--- config.mk ---
export PLATFORM = sky130hd
export DESIGN_NAME = ifu_fetch
export DESIGN_NICKNAME = d
export VERILOG_FILES = /design/src/rtl/ifu_fetch_pkg.sv /design/src/rtl/ifu_fetch.sv
export SDC_FILE = /design/constraint.sdc
export NUM_CORES = 1
export LEC_CHECK = 0
export BUFFER_PORTS_ARGS = -buffer_cell sky130_fd_sc_hd__buf_2
export CAP_MARGIN = 20
export CORE_ASPECT_RATIO = 2
export CORE_MARGIN = 3
export CORE_UTILIZATION = 30
export CTS_CLUSTER_SIZE = 25
export DETAILED_ROUTE_END_ITERATION = 6
export HOLD_SLACK_MARGIN = 0.12
export PLACE_DENSITY = 0.58
export SETUP_SLACK_MARGIN = 0.1
export SLEW_MARGIN = 0
export SYNTH_ARGS = -nofsm -noshare
export SYNTH_HDL_FRONTEND = slang
export SYNTH_SLANG_ARGS = --single-unit
--- constraint.sdc ---
create_clock -name clk -period 3.65 [get_ports clk]
set_input_delay 0.365 -clock clk [delete_from_list [all_inputs] [get_ports clk]]
set_output_delay 0.365 -clock clk [all_outputs]
set_load 0.02 [all_outputs]
--- src/rtl/ifu_fetch_pkg.sv ---
// ifu_fetch_pkg: shared widths, reset fetch address and FSM state encoding
// for the instruction fetch unit.
package ifu_fetch_pkg;

  localparam int          IFU_PC_WIDTH    = 32;
  localparam int          IFU_INSTR_WIDTH = 32;
  localparam logic [31:0] IFU_RESET_PC    = 32'h8000_0000;

  typedef enum logic [2:0] {
    ST_BOOT  = 3'd0,
    ST_REQ   = 3'd1,
    ST_WAIT  = 3'd2,
    ST_HOLD  = 3'd3,
    ST_DRAIN = 3'd4
  } fetch_state_e;

endpackage

--- src/rtl/ifu_fetch.sv ---
// ifu_fetch: instruction fetch unit feeding the write side of the IF/ID
// register. Owns the fetch PC, runs a single-outstanding valid/ready request
// to instruction memory, holds the fetched word until IF/ID captures it and
// squashes in-flight work on a branch-predictor redirect.
//
// Ports:
//   clk, rst_n                        clock, async active-low reset
//   imem_req_valid/ready/addr         fetch request handshake
//   imem_resp_valid/data              instruction response
//   if_id_reg_enable                  IF/ID captures this cycle
//   redirect_valid/pc                 BPU redirect (also clears IF/ID)
//   fetch_valid, PC, Instr, PC_4      IF/ID write data, zeroed when not valid
//
// state | meaning
// ------+---------------------------------------------------------------
// BOOT  | reset state, leaves to REQ on the first edge after reset release
// REQ   | request pc on imem, waiting for ready
// WAIT  | request accepted, waiting for its response
// HOLD  | instruction held for IF/ID, advance pc on enable
// DRAIN | squashed request outstanding, discard its response
module ifu_fetch
  import ifu_fetch_pkg::*;
#(
  parameter int                    PC_WIDTH    = IFU_PC_WIDTH,
  parameter int                    INSTR_WIDTH = IFU_INSTR_WIDTH,
  parameter logic [PC_WIDTH-1:0]   RESET_PC    = PC_WIDTH'(IFU_RESET_PC)
) (
  input  logic                   clk,
  input  logic                   rst_n,
  output logic                   imem_req_valid,
  input  logic                   imem_req_ready,
  output logic [PC_WIDTH-1:0]    imem_req_addr,
  input  logic                   imem_resp_valid,
  input  logic [INSTR_WIDTH-1:0] imem_resp_data,
  input  logic                   if_id_reg_enable,
  input  logic                   redirect_valid,
  input  logic [PC_WIDTH-1:0]    redirect_pc,
  output logic                   fetch_valid,
  output logic [PC_WIDTH-1:0]    PC,
  output logic [INSTR_WIDTH-1:0] Instr,
  output logic [PC_WIDTH-1:0]    PC_4
);

  fetch_state_e           r_state;
  logic [PC_WIDTH-1:0]    r_pc;
  logic [INSTR_WIDTH-1:0] r_instr;

  fetch_state_e           w_state_d;
  logic                   w_pc_load;
  logic [PC_WIDTH-1:0]    w_pc_d;
  logic                   w_instr_load;

  always_ff @(posedge clk or negedge rst_n) begin
    if (!rst_n) r_state <= ST_BOOT;
    else        r_state <= w_state_d;
  end

  always_comb begin
    w_state_d    = r_state;
    w_pc_load    = 1'b0;
    w_pc_d       = r_pc;
    w_instr_load = 1'b0;

    case (r_state)
      ST_BOOT: w_state_d = ST_REQ;

      ST_REQ: begin
        if (redirect_valid) begin
          w_pc_load = 1'b1;
          w_pc_d    = redirect_pc;
          // an accepted request still carries the old address and must be drained
          w_state_d = imem_req_ready ? ST_DRAIN : ST_REQ;
        end else if (imem_req_ready) begin
          w_state_d = ST_WAIT;
        end
      end

      ST_WAIT: begin
        if (redirect_valid) begin
          w_pc_load = 1'b1;
          w_pc_d    = redirect_pc;
          w_state_d = imem_resp_valid ? ST_REQ : ST_DRAIN;
        end else if (imem_resp_valid) begin
          w_instr_load = 1'b1;
          w_state_d    = ST_HOLD;
        end
      end

      ST_HOLD: begin
        if (redirect_valid) begin
          w_pc_load = 1'b1;
          w_pc_d    = redirect_pc;
          w_state_d = ST_REQ;
        end else if (if_id_reg_enable) begin
          w_pc_load = 1'b1;
          w_pc_d    = r_pc + PC_WIDTH'(4);
          w_state_d = ST_REQ;
        end
      end

      ST_DRAIN: begin
        if (redirect_valid) begin
          w_pc_load = 1'b1;
          w_pc_d    = redirect_pc;
        end
        if (imem_resp_valid) w_state_d = ST_REQ;
      end

      default: w_state_d = ST_BOOT;
    endcase

    imem_req_valid = (r_state == ST_REQ);
    imem_req_addr  = r_pc;
    fetch_valid    = (r_state == ST_HOLD);
    PC             = fetch_valid ? r_pc : '0;
    Instr          = fetch_valid ? r_instr : '0;
    PC_4           = fetch_valid ? (r_pc + PC_WIDTH'(4)) : '0;
  end

  always_ff @(posedge clk or negedge rst_n) begin
    if (!rst_n) begin
      r_pc    <= RESET_PC;
      r_instr <= '0;
    end else begin
      if (w_pc_load)    r_pc    <= w_pc_d;
      if (w_instr_load) r_instr <= imem_resp_data;
    end
  end

endmodule
==> key figures, run 1 <==
Status
  – Status: completed

Detailed routing
  – DRT Pass-1 Iters: 4
  – WL final: 16.6 mm
  – DR DRC count: 0
  – DR vias/cell: 5.29
  – Routed vias: 4,638
  – DR iter-0 viols: 238
  – Post-route ant nets: 0
  – Drt wl/cell: 18.9 um

Setup path
  – CP required: 3280 ps
  – Worst Setup End Kind: primary output
  – Critical path arrival: 2410 ps
  – Worst setup SP type: flop
  – CP max FO: 7
  – Class of the most critical setup path: reg2out
  – Reg2reg path depth: 5

Floorplanning
  – Initial core utilization: 31.0%
  – Io pins: 200
  – Row count: 62
  – Die width: 92.6 um
  – Core Area: 14,500 um2
  – DIE AREA: 16,600 um2
  – Die Span Y: 179 um

Power and ir drop
  – Switching share of power: 45.5%
  – Sequential share of power: 30.9%
  – Leak: 3.12 nW
  – Internal power: 2.84 mW
  – Peak supply drop: 0.410 mV
  – NetSw: 2.37 mW
  – Clk pwr share: 21.9%
  – Power density over the cells: 875 nW/um2
  – Part of the power in combinational logic: 47.2%

Timing
  – RSZ-0062 raised after global routing: false
  – Fin. max-slew vios: 0
  – Least-Margin Pin Slew: 996 ps
  – Max frequency: 361 MHz
  – Final Hold Vio Count: 0
  – WHS: 202 ps
  – Final setup violation count: 0
  – Period utilisation layout: 75.9%
  – Post-layout min period: 2770 ps
  – Slew Limit Headroom: 33.6%
  – Setup Skew: 6.42 ps
  – Setup TNS: 0 ps

Global routing
  – Largest net degree at the start of global routing: 60
  – GRT Overall Usage: 19.4%
  – Vias in the first global route: 4,724
  – First-pass GRT wire length: 25.0 mm
  – Remaining global-route overflow: 0
  – Initial antenna violation count: 0

Clocking
  – Clk buf depth: 2
  – CTS tree: built
  – Clk Tree Root Cell: clkbuf_16
  – CTS Sinks: 67
  – Post-CTS Hold Fix Bufs: 0
  – Clock latency on the worst-skew pair: 330 ps
  – Setup Buffers After CTS: 0
  – Clock buffer count from CTS: 9
  – Number of H-tree levels: 3
  – # resized after CTS: 0
  – Reg clk slew, reported paths: 60 ps

Synth
  – Post-Syn Nets: 581
  – Cells after Synth: 510
  – Synth top cells by count: 68 x and3_1, 66 x dfrtp_1, 51 x nor2_1
  – Post-synthesis cell area: 4500 um2
  – Asr flop ratio synth: 100%
  – Synth Warn #: 0
  – Synth Flop Type: dfrtp_1
  – Most common cell in the synthesized netlist: and3_1
  – Number of synthesized flops with an enable pin: 0
  – Synth area leader: dfrtp_1
  – Synth top area cells: dfrtp_1 37%, and3_1 9.5%, mux2_2 8.0%, nor2_1 4.3%, xnor2_1 3.3%
  – Yosys cell types: 60
  – Sequential element share of the synthesized area: 37.3%
  – Number of synthesized register bits: 67
  – Synth top area share: 36.7%
  – Post-Syn Area per Cell: 8.81 um2

Placement
  – Final RePlAce weighted congestion: 0.841
  – IO buf count: 199
  – Post-DP HPWL: 12.4 mm

Layout
  – Area occupied by multi-input gates: 2530 um2
  – Area grow syn2layout: 32.5%
  – Fin nets: 751
  – Fillers: 1,512
  – Diodes inserted: 0
  – Register Area: 1680 um2
  – Share of layout cells above drive strength 1: 40.6%

Job
  – Max-capacitance violation count: 0

Worst hold path
  – Hold Path Class: in2async
[sequential cells by signal, summed over array words and instances (netlist names)]
signal         cells
r_instr           32
imem_req_addr     32
r_state            3
[layout by cell type (no fill, tap or decap), drive strengths merged, types with 5 or more instances in the layout]
| cell type | Yosys | routed |
|---|---|---|
| o21ai | 23 | 23 |
| nand3 | 18 | 18 |
| a31oi | 5 | 5 |
| o22ai | 9 | 9 |
| buf | 22 | 207 |
| nand4 | 9 | 9 |
| dfrtp | 66 | 66 |
| mux2 | 32 | 32 |
| and4 | 6 | 6 |
| nor2 | 51 | 51 |
| xnor2 | 17 | 17 |
| nor3 | 12 | 12 |
| inv | 10 | 10 |
| a21oi | 26 | 26 |
| clkbuf | 26 | 9 |
| nand2 | 35 | 35 |
| nand2b | 5 | 5 |
| xor2 | 9 | 9 |
| bufinv | 0 | 5 |
| or3 | 6 | 6 |
| and3 | 73 | 73 |
| o211ai | 6 | 6 |
[power groups by stage]
stage	Sequential [mW]	Combinational (mW)	Clock, mW
after floorplan	1.60	1.64	0
after global placement	1.59	2.39	0
after detailed placement	1.62	2.42	0
after CTS	1.61	2.43	1.16
after global routing	1.67	2.67	1.19
final	1.61	2.46	1.14
[cell type report]
cell class	instances	share of cell area [%]
Clock buffer	9	3.78
Sequential cell	67	28.2
Multi-Input combinational cell	385	42.5
Timing Repair Buffer	207	18.1
Clock inverter	7	2.75
Inverter	10	0.630
Tap cell	192	4.03
[critical path: stages, from the launching register on]
cell     delay (ps)
dfrtp_1         440
ha_1            270
nand3_1         170
nor2_1          510
and3_1          320
xnor2_1         130
nor2_1           50
buf_2           170
[through the flow]
step / area, um2 / setup slack, ps / total power, mW / std cells / util, %
floorplan: 4500 / 1330 / 3.24 / 510 / -
global route: 5960 / 691 / 5.53 / 877 / 41.1
CTS: 5930 / 870 / 5.19 / 876 / 40.9
finish: 5960 / 880 / 5.21 / 877 / 41.1
global placement: 5540 / 1120 / 3.97 / 860 / 38.2
detailed placement: 5540 / 1140 / 4.04 / 860 / 38.2
[cell families (layout without fill, tap and decap cells)]
logic type	count (synthesis)	count (layout)	synth area share (%)
AO/OA/AOI/OAI	96	96	13.7
XOR/XNOR	26	26	5.07
adder cells (fa/ha/maj)	1	1	0.278
buffers and inverters	58	233	6.74
flip-flops	67	67	37.3
multiplexers	33	33	8.24
AND/OR/NAND/NOR	229	229	28.6
[path summary, 6_finish.rpt]
path                                   from                end  slack (ps)
setup / recovery           imem_req_addr[2]           PC_4[14]         880
hold / removal                        rst_n        r_instr[10]         200
setup reg to reg                 r_state[2]  imem_req_addr[28]        1080
hold reg to reg                 r_instr[11]        r_instr[11]         500
max in group asynchronous             rst_n         r_state[1]        2450
min in group clk             redirect_pc[1]   imem_req_addr[1]         240
[layer usage]
| layer | track usage, % | up-vias | wire, um |
|---|---|---|---|
| li1 | - | 2156 | - |
| met1 | 19.7 | 2227 | 5630 |
| met2 | 36.0 | 215 | 9000 |
| met3 | 5.25 | 40 | 1360 |
| met4 | 9.49 | 0 | 591 |
| met5 | 0 | - | 0 |
Note: power is estimated with default switching activity, not from simulation.
==> inputs of run 2 (changes only) <==
ABC_AREA = 1   (was not set)
clock period = 2.75 ns   (was 3.65 ns; I/O delays follow)
==> key figures, run 2 <==
Status
  – Status: completed

Detailed routing
  – Met3 WL post-DR: 865 um (-36%)
  – Met2 routed WL: 9.37 mm (+4.1%)
  – DR DRC count: 0 (unchanged)
  – DRT Pass-1 Iters: 4 (unchanged)
  – DR iter-0 viols: 250 (+5.0%)
  – Met1 Routed Length: 5.61 mm (-0.43%)
  – Drt wl/cell: 14.9 um (-21%)
  – Post-route ant nets: 0 (unchanged)
  – WL final: 16.3 mm (-1.6%)
  – Routed vias: 5,011 (+8.0%)
  – Top Layer Used: met5
  – DR vias/cell: 4.57 (-14%)

Synth
  – Synth top area share: 36.7% (-0.061 points)
  – Post-Syn Area per Cell: 6.32 um2 (-28%)
  – Post-synthesis cell area: 4500 um2 (+0.17%)
  – Synth top cells by count: 168 x nand2_1, 149 x nor2_1, 106 x inv_1
  – Synth Flop Type: dfrtp_1
  – Number of synthesized flops with an enable pin: 0 (unchanged)
  – Synth area leader: dfrtp_1
  – Most common cell in the synthesized netlist: nand2_1
  – Synth top area cells: dfrtp_1 37%, nand2_1 14%, nor2_1 12%, inv_1 8.8%, nand3_1 8.2%
  – Number of synthesized register bits: 67 (unchanged)
  – Synth Warn #: 0 (unchanged)
  – Sequential element share of the synthesized area: 37.3% (-0.062 points)
  – Yosys cell types: 33 (-45%)
  – Cells after Synth: 712 (+40%)
  – Asr flop ratio synth: 100% (unchanged)
  – Post-Syn Nets: 783 (+35%)

Floorplanning
  – Die Span Y: 179 um (about the same)
  – Io pins: 200 (unchanged)
  – DIE AREA: 16,600 um2 (+0.16%)
  – Die width: 92.6 um (about the same)
  – Row count: 62 (unchanged)
  – Core Area: 14,500 um2 (unchanged)
  – Initial core utilization: 31.0% (+0.052 points)

Timing
  – Setup TNS: 0 ps (unchanged)
  – Slew Limit Headroom: 47.5% (+14 points)
  – Period utilisation layout: 92.8%
  – WHS: 184 ps (-17.4 ps)
  – Final setup violation count: 0 (unchanged)
  – Fin. max-slew vios: 0 (unchanged)
  – Max frequency: 392 MHz
  – Setup Skew: 12.3 ps (+5.84 ps)
  – Least-Margin Pin Slew: 788 ps (-209 ps)
  – Post-layout min period: 2550 ps
  – RSZ-0062 raised after global routing: true
  – Final Hold Vio Count: 0 (unchanged)

Global routing
  – GRT Overall Usage: 19.9% (+0.44 points)
  – Remaining global-route overflow: 0 (unchanged)
  – Largest net degree at the start of global routing: 58 (-3.3%)
  – First-pass GRT wire length: 25.3 mm (+0.99%)
  – Initial antenna violation count: 1 (+1)
  – Vias in the first global route: 4,863 (+2.9%)

Worst hold path
  – Hold Path Class: in2reg

Setup path
  – CP max FO: 6 (-1)
  – Most used cell, CP: nand2_1
  – Worst setup SP type: flop
  – Worst path slowest cell: dfrtp_1
  – Crit path cell chain: ha_1, nand2_1, nor2_1, nand2_1, nor2_2, nand3_1, a21oi_1, buf_2
  – Max incr delay on CP: 430 ps (-80 ps)
  – Top delay family on crit path: simple AND/OR/NAND/NOR gates
  – WP buf/inv: 1 (unchanged)
  – Critical path arrival: 2280 ps (-130 ps)
  – Worst Setup End Kind: primary output
  – CP required: 2480 ps (-800 ps)
  – Class of the most critical setup path: reg2out

Layout
  – Commonest non-fill, non-tap cell in the layout: buf_2
  – Most frequent cells in the layout: 199 x buf_2, 168 x nand2_1, 146 x nor2_1, 106 x inv_1, 74 x nand3_1
  – Fin nets: 970 (+29%)
  – Diodes inserted: 0 (unchanged)
  – Finished Cell Area: 6010 um2 (+0.95%)
  – Share of layout cells above drive strength 1: 27.1% (-13 points)
  – Final Core Density: 41.4% (+0.39 points)
  – Area grow syn2layout: 33.5%

Clocking
  – Clock latency on the worst-skew pair: 340 ps (about the same)
  – CTS Sinks: 67 (unchanged)
  – Reg clk slew, reported paths: 60 ps (about the same)
  – Clk Tree Root Cell: clkbuf_16
  – Clock buffer count from CTS: 9 (unchanged)
  – Clk buf depth: 2 (unchanged)
  – Number of H-tree levels: 3 (unchanged)
  – CTS tree: built

Placement
  – Placed cell areas: 5670 um2 (+2.4%)
  – Post-DP HPWL: 12.6 mm (+1.2%)
  – IO buf count: 199 (unchanged)
  – Final RePlAce weighted congestion: 0.897 (+6.5%)

Power and ir drop
  – Internal power: 3.42 mW (+20%)
  – Peak supply drop: 0.390 mV (-4.9%)
  – Switching share of power: 51.5% (+6.0 points)
  – Power density over the cells: 1170 nW/um2 (+34%)
  – Leak: 3.51 nW (+12%)
  – NetSw: 3.63 mW (+53%)
  – Clk pwr share: 16.9% (-5.0 points)
  – Sequential share of power: 27.9% (-3.0 points)
  – Part of the power in combinational logic: 55.2% (+8.0 points)

Job
  – Max-capacitance violation count: 0 (unchanged)
-- run 2: logic make-up after synthesis --
logic type      Yosys count  synth area share, %
compound gates           82                 9.59
xor+xnor                  6                 1.17
fa+ha+maj                 1                0.278
buf+inv                 141                 12.6
flops                    67                 37.3
simple gates            415                 39.1
-- run 2: timing repair --
action | CTS | global route
resized for setup | 1 | 3
cloned | 0 | 0
pin swaps | 0 | 1
endpoints found under the setup margin | 1 | 7
setup buffers | 0 | 2
endpoints found under the hold margin | 33 | 0
hold buffers | 1 | 0
-- run 2: layer usage --
metal / up-vias / track usage [%]
met3: 21 / 3.82
met4: 2 / 9.54
met1: 2251 / 19.6
met2: 159 / 38.8
li1: 2578 / -
met5: - / 0
-- run 2: through the flow --
| stage | total power, mW | setup slack (ps) | cells |
|---|---|---|---|
| floorplan | 4.61 | 722 | 712 |
| global placement | 5.89 | 503 | 1077 |
| detailed placement | 5.92 | 444 | 1077 |
| CTS | 7.14 | 116 | 1094 |
| global route | 7.67 | 34.3 | 1096 |
| finish | 7.05 | 197 | 1096 |
-- run 2: layout make-up --
| class | instances | area (um2) |
|---|---|---|
| inverter | 109 | 409 |
| clock inverter | 6 | 65.1 |
| clock buffer | 10 | 239 |
| sequential | 67 | 1680 |
| multi-input combinational | 504 | 2280 |
| tap | 192 | 240 |
| fill | 1633 | 8490 |
| timing repair buffer | 208 | 1100 |
-- run 2: path summary, 6_finish.rpt --
| check | from | end | slack (ps) | depth (start not counted) |
|---|---|---|---|---|
| min reg2reg | r_instr[1] | r_instr[1] | 510 | 2 |
| max reg2reg | r_state[1] | imem_req_addr[29] | 650 | 9 |
| min | imem_resp_data[8] | r_instr[8] | 180 | 3 |
| max | imem_req_addr[3] | PC_4[30] | 200 | 8 |
| max in group asynchronous | rst_n | imem_req_addr[31] | 1440 | 3 |
| min in group asynchronous | rst_n | r_instr[20] | 570 | 2 |
-- run 2: power groups by stage --
stage	clock [mW]	combinational (mW)	sequential, mW
2_1_floorplan	0	2.50	2.12
3_3_place_gp	0	3.92	1.97
3_5_place_dp	0	3.94	1.98
4_1_cts	1.22	3.95	1.97
5_1_grt	1.26	4.37	2.04
6_report	1.19	3.89	1.97
-- run 2: worst min-delay path: stages --
cell,delay [ps]
buf_2,70
nor2_1,30
a21oi_1,90
